## config.mk

```make
export PLATFORM = sky130hd
export DESIGN_NAME = rvga_hazard_ctrl
export DESIGN_NICKNAME = d
export VERILOG_FILES = /design/src/rtl/rvga_hazard_ctrl_pkg.sv /design/src/rtl/rvga_hazard_ctrl_mem_wait_fsm.sv /design/src/rtl/rvga_hazard_ctrl.sv
export SDC_FILE = /design/constraint.sdc
export NUM_CORES = 1
export LEC_CHECK = 0
export ABC_CLOCK_PERIOD_IN_PS = 10500
export CORE_MARGIN = 4
export CORE_UTILIZATION = 56
export DETAILED_ROUTE_END_ITERATION = 6
export GPL_TIMING_DRIVEN = 0
export HOLD_SLACK_MARGIN = 0.05
export PLACE_DENSITY = 0.86
export RECOVER_POWER = 100
export SLEW_MARGIN = 20
export SYNTH_ARGS = -nofsm -noshare
export SYNTH_HDL_FRONTEND = slang
export SYNTH_SLANG_ARGS = --single-unit
export TNS_END_PERCENT = 100
```

## constraint.sdc

```tcl
create_clock -name clk_i -period 10.5 [get_ports clk_i]
set_clock_uncertainty 0.05 [all_clocks]
set_input_delay 2.1 -clock clk_i [delete_from_list [all_inputs] [get_ports clk_i]]
set_output_delay 2.1 -clock clk_i [all_outputs]
set_load 0.01 [all_outputs]
```

## src/rtl/rvga_hazard_ctrl_pkg.sv

```systemverilog
// Shared types for the rvga hazard controller: memory-wait FSM states and
// the width helper for the wait counter.
package rvga_types;

   typedef enum logic {
      WAIT_IDLE,
      WAIT_BUSY
   } rvga_wait_state_e;

   localparam int RVGA_TIMEOUT_CYC = 256;
   localparam int RVGA_WCNT_W      = $clog2(RVGA_TIMEOUT_CYC) + 1;

   // Wait counter must be able to reach TIMEOUT_CYC-1 with headroom to saturate.
   function automatic int rvga_wcnt_width(input int timeout_cyc);
      return $clog2(timeout_cyc) + 1;
   endfunction

endpackage

```

## src/rtl/rvga_hazard_ctrl_mem_wait_fsm.sv

```systemverilog
// Per-port memory wait tracker: reports the stall condition and pulses
// timeout_o on the cycle the wait reaches TIMEOUT_CYC consecutive cycles.
module rvga_mem_wait_fsm
   import rvga_types::*;
#(
   parameter int TIMEOUT_CYC = RVGA_TIMEOUT_CYC
) (
   input  logic clk_i,
   input  logic rst_i,
   input  logic req_i,
   input  logic resp_i,
   output logic stall_o,
   output logic timeout_o
);

   localparam int                WCNT_W    = rvga_wcnt_width(TIMEOUT_CYC);
   localparam logic [WCNT_W-1:0] WCNT_LAST = WCNT_W'(TIMEOUT_CYC - 1);

   rvga_wait_state_e  state_q, state_d;
   logic [WCNT_W-1:0] wcnt_q, wcnt_d;

   assign stall_o = req_i & ~resp_i;

   always_comb begin
      state_d   = state_q;
      wcnt_d    = wcnt_q;
      timeout_o = 1'b0;
      case (state_q)
         WAIT_IDLE: begin
            if (stall_o) begin
               state_d = WAIT_BUSY;
               wcnt_d  = WCNT_W'(1);
            end
         end
         WAIT_BUSY: begin
            // A withdrawn request ends the wait just like a response does.
            if (resp_i || !req_i) begin
               state_d = WAIT_IDLE;
               wcnt_d  = '0;
            end else begin
               if (wcnt_q != '1) begin
                  wcnt_d = wcnt_q + WCNT_W'(1);
               end
               timeout_o = (wcnt_q == WCNT_LAST);
            end
         end
         default: begin
            state_d = WAIT_IDLE;
            wcnt_d  = '0;
         end
      endcase
   end

   always_ff @(posedge clk_i or posedge rst_i) begin
      if (rst_i) begin
         state_q <= WAIT_IDLE;
         wcnt_q  <= '0;
      end else begin
         state_q <= state_d;
         wcnt_q  <= wcnt_d;
      end
   end

endmodule

```

## src/rtl/rvga_hazard_ctrl.sv

```systemverilog
// Pipeline hazard/stall controller: per-stage stall and bubble vectors from the
// memory handshakes and branch flags, plus wait timeout and stall statistics.
module rvga_hazard_ctrl
   import rvga_types::*;
#(
   parameter int NUM_STAGES  = 6,
   parameter int MEM_STAGE   = 4,
   parameter int TIMEOUT_CYC = RVGA_TIMEOUT_CYC,
   parameter int CNT_W       = 32
) (
   input  logic                  clk_i,
   input  logic                  rst_i,
   input  logic                  imem_req_v_i,
   input  logic                  imem_resp_v_i,
   input  logic                  dmem_req_v_i,
   input  logic                  dmem_resp_v_i,
   input  logic [NUM_STAGES-1:0] br_v_i,
   output logic [NUM_STAGES-1:0] stall_v_o,
   output logic [NUM_STAGES-2:0] flush_v_o,
   output logic                  err_timeout_o,
   output logic [CNT_W-1:0]      imem_stall_cnt_o,
   output logic [CNT_W-1:0]      dmem_stall_cnt_o,
   output logic [CNT_W-1:0]      br_stall_cnt_o
);

   if (NUM_STAGES < 3) begin : g_bad_num_stages
      $error("rvga_hazard_ctrl: NUM_STAGES must be >= 3");
   end
   if (MEM_STAGE < 1 || MEM_STAGE > NUM_STAGES - 2) begin : g_bad_mem_stage
      $error("rvga_hazard_ctrl: MEM_STAGE must be in 1..NUM_STAGES-2");
   end
   if (TIMEOUT_CYC < 2) begin : g_bad_timeout
      $error("rvga_hazard_ctrl: TIMEOUT_CYC must be >= 2");
   end
   if (CNT_W < 1) begin : g_bad_cnt_w
      $error("rvga_hazard_ctrl: CNT_W must be >= 1");
   end

   logic imem_stall, dmem_stall, br_pend;
   logic imem_timeout, dmem_timeout;
   logic err_q, err_d;
   logic unused_br_edges;

   rvga_mem_wait_fsm #(
      .TIMEOUT_CYC (TIMEOUT_CYC)
   ) u_imem_wait (
      .clk_i     (clk_i),
      .rst_i     (rst_i),
      .req_i     (imem_req_v_i),
      .resp_i    (imem_resp_v_i),
      .stall_o   (imem_stall),
      .timeout_o (imem_timeout)
   );

   rvga_mem_wait_fsm #(
      .TIMEOUT_CYC (TIMEOUT_CYC)
   ) u_dmem_wait (
      .clk_i     (clk_i),
      .rst_i     (rst_i),
      .req_i     (dmem_req_v_i),
      .resp_i    (dmem_resp_v_i),
      .stall_o   (dmem_stall),
      .timeout_o (dmem_timeout)
   );

   // Fetch cannot hold a branch; a branch in writeback is the redirect itself.
   assign br_pend         = |br_v_i[NUM_STAGES-2:1];
   assign unused_br_edges = br_v_i[0] ^ br_v_i[NUM_STAGES-1];

   always_comb begin
      stall_v_o = '0;
      if (!rst_i) begin
         for (int i = 0; i < NUM_STAGES; i++) begin
            if (i == 0) begin
               stall_v_o[i] = dmem_stall | imem_stall | br_pend;
            end else if (i <= MEM_STAGE) begin
               stall_v_o[i] = dmem_stall;
            end
         end
      end
   end

   // Bubble wherever a holding stage feeds a stage that keeps moving.
   always_comb begin
      flush_v_o = '1;
      if (!rst_i) begin
         for (int i = 0; i < NUM_STAGES - 1; i++) begin
            flush_v_o[i] = stall_v_o[i] & ~stall_v_o[i+1];
         end
      end
   end

   always_comb begin
      err_d = err_q | imem_timeout | dmem_timeout;
   end

   always_ff @(posedge clk_i or posedge rst_i) begin
      if (rst_i) begin
         err_q <= 1'b0;
      end else begin
         err_q <= err_d;
      end
   end

   assign err_timeout_o = err_q;

   // Index 0: imem, 1: dmem, 2: branch (only when no memory stall is active).
   logic [2:0]       cnt_inc;
   logic [CNT_W-1:0] cnt_val [3];

   assign cnt_inc = {br_pend & ~imem_stall & ~dmem_stall, dmem_stall, imem_stall};

   for (genvar g = 0; g < 3; g++) begin : g_cnt
      logic [CNT_W-1:0] cnt_q, cnt_d;

      always_comb begin
         cnt_d = cnt_q;
         if (cnt_inc[g] && cnt_q != '1) begin
            cnt_d = cnt_q + CNT_W'(1);
         end
      end

      always_ff @(posedge clk_i or posedge rst_i) begin
         if (rst_i) begin
            cnt_q <= '0;
         end else begin
            cnt_q <= cnt_d;
         end
      end

      assign cnt_val[g] = cnt_q;
   end

   assign imem_stall_cnt_o = cnt_val[0];
   assign dmem_stall_cnt_o = cnt_val[1];
   assign br_stall_cnt_o   = cnt_val[2];

endmodule

```

# [Word-level counts from Yosys, hierarchy flattened]
# Cells that the tools add are included.
[totals] regBits=117 input_bits=12 out_inout_bits=108 word_cells=76
[op_classes] add_sub_neg=5 eq_ne=11 muxes=20 bitwise=22 n_reduce_logical=10
[op_table] operator="$add A32 B1 Y32 const B" count=3
[op_table] operator="$ne A32 B32 Y1 const B" count=3
[op_table] operator="$mux W9" count=6
[op_table] operator="$pmux W9 S2" count=2
[op_table] operator="$add A9 B1 Y9 const B" count=2
[op_table] operator="$eq A9 B8 Y1 const B" count=2
[op_table] operator="$ne A9 B9 Y1 const B" count=2
[op_table] operator="$mux W5" count=2
[op_table] operator="$not A1 Y1" count=10
[op_table] operator="$and A1 B1 Y1" count=8
[op_table] operator="$mux W1" count=8
[op_table] operator="$ne A3 B3 Y1 const B" count=2
[op_table] operator="$ne A2 B2 Y1 const B" count=2
[op_table] operator="$or A1 B1 Y1" count=4
[op_table] operator="$pmux W1 S2" count=2
[op_table] operator="$reduce_and A2 Y1" count=2
[op_table] operator="$reduce_or A4 Y1" count=1
[op_table] operator="$logic_and A1 B1 Y1" count=3
[op_table] operator="$logic_not A1 Y1" count=2
[op_table] operator="$logic_or A1 B1 Y1" count=2

# [Longest topological paths before layout]
[logic_depth] depth_word=8 ltp_mapped=10 ltp_nobuf=9

# [By module]
# Synthesis repeated with hierarchy kept, for this count alone.
[hier_totals] hier_cells=585 area_unflattened_um2=6049.6
[by_module_without_submodules] mod="rvga_hazard_ctrl" instances=1 cells_per_inst=453 area_each_um2=4788.3 seq_area_each_um2=2427.3
[by_module_without_submodules] mod="rvga_mem_wait_fsm" instances=2 cells_per_inst=66 area_each_um2=630.6 seq_area_each_um2=250.2

# [Least setup slack after synthesis]
# OpenSTA, ideal clock, no wires.
[synth_timing] path_kind="input -> output" from="input port rst_i" to="output port flush_v_o[0]" t_arrival_ns=4.919 required_ns=8.350 slack_ns=3.431 stages=2 path_buffers=0 path_cell_list="inv_1 > nand2_1"
[synth_via] elab_chain_len=4
[synth_lines] item="from (decl)" line_no="rvga_hazard_ctrl.sv:12" source="input logic rst_i,"
[synth_lines] item="$mux W5" line_no="rvga_hazard_ctrl.sv:72" source="if (!rst_i) begin"
[synth_lines] item="$not A1 Y1" line_no="rvga_hazard_ctrl.sv:88" source="flush_v_o[i] = stall_v_o[i] & ~stall_v_o[i+1];"
[synth_lines] item="$and A1 B1 Y1" line_no="rvga_hazard_ctrl.sv:88"
[synth_lines] item="$mux W5 *" line_no="rvga_hazard_ctrl.sv:86" source="if (!rst_i) begin"
[synth_lines] item="to (decl)" line_no="rvga_hazard_ctrl.sv:19" source="output logic [NUM_STAGES-2:0] flush_v_o,"
# Mark *: on every way between the ends. The rest lies on a longest branch, timed or not.

# [Final worst setup path]
[layout_timing] from="input port rst_i" to="output port flush_v_o[4]"
[layout_via] elab_chain_len=2
[layout_lines] item="$mux W5" line_no="rvga_hazard_ctrl.sv:72"
[layout_lines] item="$mux W5 *" line_no="rvga_hazard_ctrl.sv:86"
# Marks and branches as above.

==> summary.md <==
| Metric | Value |
|---|---|
| Outcome | `finished with violations` |
| Failing checks | `max-capacitance violations, max-slew violations` |
| Cell mode on critical path | `dlygate4sd3_1` |
| Worst hold path endpoint | `u_dmem_wait.wcnt_q[6]` |
| GR Util All Layers | `25.54%` |
| CTS tree | `built` |
| Core Box Area | `10280 um^2` |
| CTS Buf Count | `17` |
| PortBufs | `116` |
| Starting DRC count in detailed routing | `384` |
| Period utilisation layout | `74.12%` |
| Syn Inst Count | `585` |
| CTS Hold Bufs | `0` |
| Layout area overhead | `32.82%` |
| Htree depth | `4` |
| Hold Violations, Final | `0` |
| Worst Hold Launch | `u_dmem_wait.wcnt_q[6]` |
| Post-CTS setup buffers | `0` |
| Syn Nets | `606` |
| Reg2reg setup slack | `7730 ps` |
| Top cells by count, synth | `117 x dfrtp_1, 67 x xnor2_1, 52 x nand2_1, 47 x nand4_1, 45 x nand3_1` |
| # clock sinks | `117` |
| Fraction of layout cells with a size suffix above 1 | `6.676%` |
| Initial Util | `57.38%` |
| Antenna violations before repair | `0` |
| Post-route DRC | `0` |
| Filler cells | `705` |
| Sequential share of the synthesized area | `49.65%` |
| Startpoint class of the critical path | `input port` |
| Die Wd | `110.6 um` |
| Register bit total from synthesis | `117` |
| Synth cell types | `50` |
| Global-route wire length before repair | `25.64 mm` |
| Post-Syn Area | `5897 um^2` |
| Power per cell area | `167.2 nW/um^2` |
| Critical path arrival | `5630 ps` |
| Worst-path cell chain | `dlygate4sd3_1 > clkinvlp_2 > buf_16 > nand2_1 > dlygate4sd3_1` |
| Net count reported at finish | `742` |
| Sequential cell area | `2928 um^2` |
| Relative slew margins | `-11.95%` |
| Worst path slowest cell | `clkinvlp_2` |
| CTS Buffer Depth | `2` |
| Post-synth top flop | `dfrtp_1` |
| Worst hold path type | `flip-flop to flip-flop` |
| WP data required | `8350 ps` |
| GR Util met2 | `43.12%` |
| Worst vdd ir | `0.1450 mV` |
| Most frequent cell after synthesis | `dfrtp_1` |
| Busiest layer in global routing | `met2` |
| Final setup viols | `0` |
| Largest area contributor in the netlist | `dfrtp_1` |
| Root buffer cell | `clkbuf_8` |
| Max-cap violations | `1` |
| Setup TNS | `0 ps` |
| # diodes | `0` |
| DRT antenna net count | `0` |
| Max Slew Vio Count | `36` |
| WHS Path Cells | `1` |
| Clock transition at path regs | `50 ps` |
| RSZ-0062 raised after global routing | `no` |
| Critical Path Sink Type | `output pin` |
| Lkg Pwr | `0.003591 uW` |
| M3 GR Usage | `7.671%` |
| Vias | `5064` |
| Actual slew at the worst max-slew pin | `1670 ps` |
| Max incr delay on CP | `1340 ps` |
| Crit path max fanout | `84` |
| Vias/cell | `5.821` |
| CTS resizes | `0` |
| Worst skew pair latency | `520 ps` |
| Achievable Freq | `128.5 MHz` |
| Worst r2r dst | `br_stall_cnt_o[24]` |
| DRT Pass-1 Iters | `5` |
| Largest net degree at the start of global routing | `85` |
| DIE AREA | `12240 um^2` |
| Final WS setup | `2718 ps` |
| Synthesis Warnings | `0` |
| Classification of the worst setup path | `input port to output pin` |
| Post-DP HPWL | `10.20 mm` |
| Synth async-reset ratio | `100.0%` |
| Tmin final | `7782 ps` |
| Rows | `37` |
| Ranking of synthesized cells by area | `dfrtp_1 50%, xnor2_1 10%, nand4_1 5.0%` |
| Io pins | `120` |
| FF-to-FF path depth | `7` |
| Total routed wirelength | `14.85 mm` |
| Worst slack at placement | `4254 ps` |
| M1 GR Usage | `31.05%` |
| Die height | `110.6 um` |
| Area occupied by multi-input gates | `2784 um^2` |
| Routability Congestion | `0.8751` |
| Gr ovfl total | `0` |
| Number of synthesized flops with an enable pin | `0` |
| Share of the synthesized area in the top cell type | `49.65%` |
| Routed WL per cell | `17.07 um` |
| RR Startpoint | `br_stall_cnt_o[0]` |
| Synth Area per Inst | `10.08 um^2` |
| Vias in the first global route | `5212` |
==> registers in the layout (all words and copies together), names as in the netlist <==
register / flops
u_dmem_wait.state_q: 1
dmem_stall_cnt_o: 32
u_dmem_wait.wcnt_q: 9
br_stall_cnt_o: 32
u_imem_wait.wcnt_q: 9
u_imem_wait.state_q: 1
err_timeout_o: 1
imem_stall_cnt_o: 32
==> metal layers <==
layer	up-vias	share of wire, %
li1	2362	-
met1	2512	41
met2	158	52
met3	32	4.8
met4	0	2.0
met5	-	0
==> worst max path at each step <==
| stage | slack [ps] | endpoint | startpoint |
|---|---|---|---|
| floorplan | 3430 | flush_v_o[0] | rst_i |
| global placement | 1540 | flush_v_o[4] | rst_i |
| detailed placement | 4250 | flush_v_o[4] | rst_i |
| CTS | 4250 | flush_v_o[4] | rst_i |
| global route | 2220 | flush_v_o[4] | rst_i |
| finish | 2720 | flush_v_o[4] | rst_i |
==> worst max-delay path: cells and delay by family <==
kind                   cells  cell delay [ps]
buffers and inverters      4             3340
AND/OR/NAND/NOR            1              140
==> per-stage QoR <==
stage / utilization (%) / power [uW] / instances / area (um^2) / hold slack (ps)
after detailed placement: 70.65 / 740.0 / 838 / 7261 / 420.0
after floorplan: - / 631.0 / 585 / 5897 / 394.3
after global placement: 70.33 / 730.2 / 837 / 7228 / 417.0
final: 76.21 / 1310 / 870 / 7833 / 424.3
after CTS: 76.54 / 1338 / 870 / 7866 / 432.0
after global routing: 76.21 / 1371 / 870 / 7833 / 461.0
==> power breakdown <==
group	leakage [uW]	switching (uW)	internal [uW]
registers	0.00157	53.2	489
clock network	0.000299	197	395
logic	0.00172	83.9	91.4
==> area by class of cell <==
cell class | count | area share, %
flip-flops and latches | 117 | 37.38
multi-input cells | 436 | 35.54
repair buffers | 117 | 15.18
clock buffers | 22 | 5.783
well taps | 136 | 2.173
clock inverters | 10 | 1.949
plain buffers | 20 | 1.406
inverters | 12 | 0.5911
==> cell usage in the layout, fill, tap and decap left out, types with 9 or more instances in the layout <==
master | Yosys | routed
nor2_1 | 41 | 41
nand4_1 | 47 | 47
o21ai_0 | 19 | 19
clkbuf_1 | 10 | 14
ha_1 | 9 | 9
xnor2_1 | 67 | 67
and3_1 | 25 | 25
nor3_1 | 17 | 20
nand2_1 | 52 | 52
clkbuf_16 | 0 | 16
and4_1 | 11 | 11
nand3_1 | 45 | 45
inv_1 | 11 | 11
dfrtp_1 | 117 | 117
nor4_1 | 10 | 10
dlygate4sd3_1 | 0 | 110
xor2_1 | 27 | 27
==> logic make-up (layout without fill, tap and decap cells) <==
family	after synthesis	after routing	synth area share (%)
AOI/OAI and AO/OA	45	45	5.114
other	1	1	0.06359
muxes	5	5	0.9335
and+or+nand+nor	282	282	25.72
buffers and inverters	32	181	2.652
DFF	117	117	49.65
adders and majority gates	9	9	1.910
xor gates and xnor gates	94	94	13.96
Note: power is estimated with default switching activity, not from simulation.
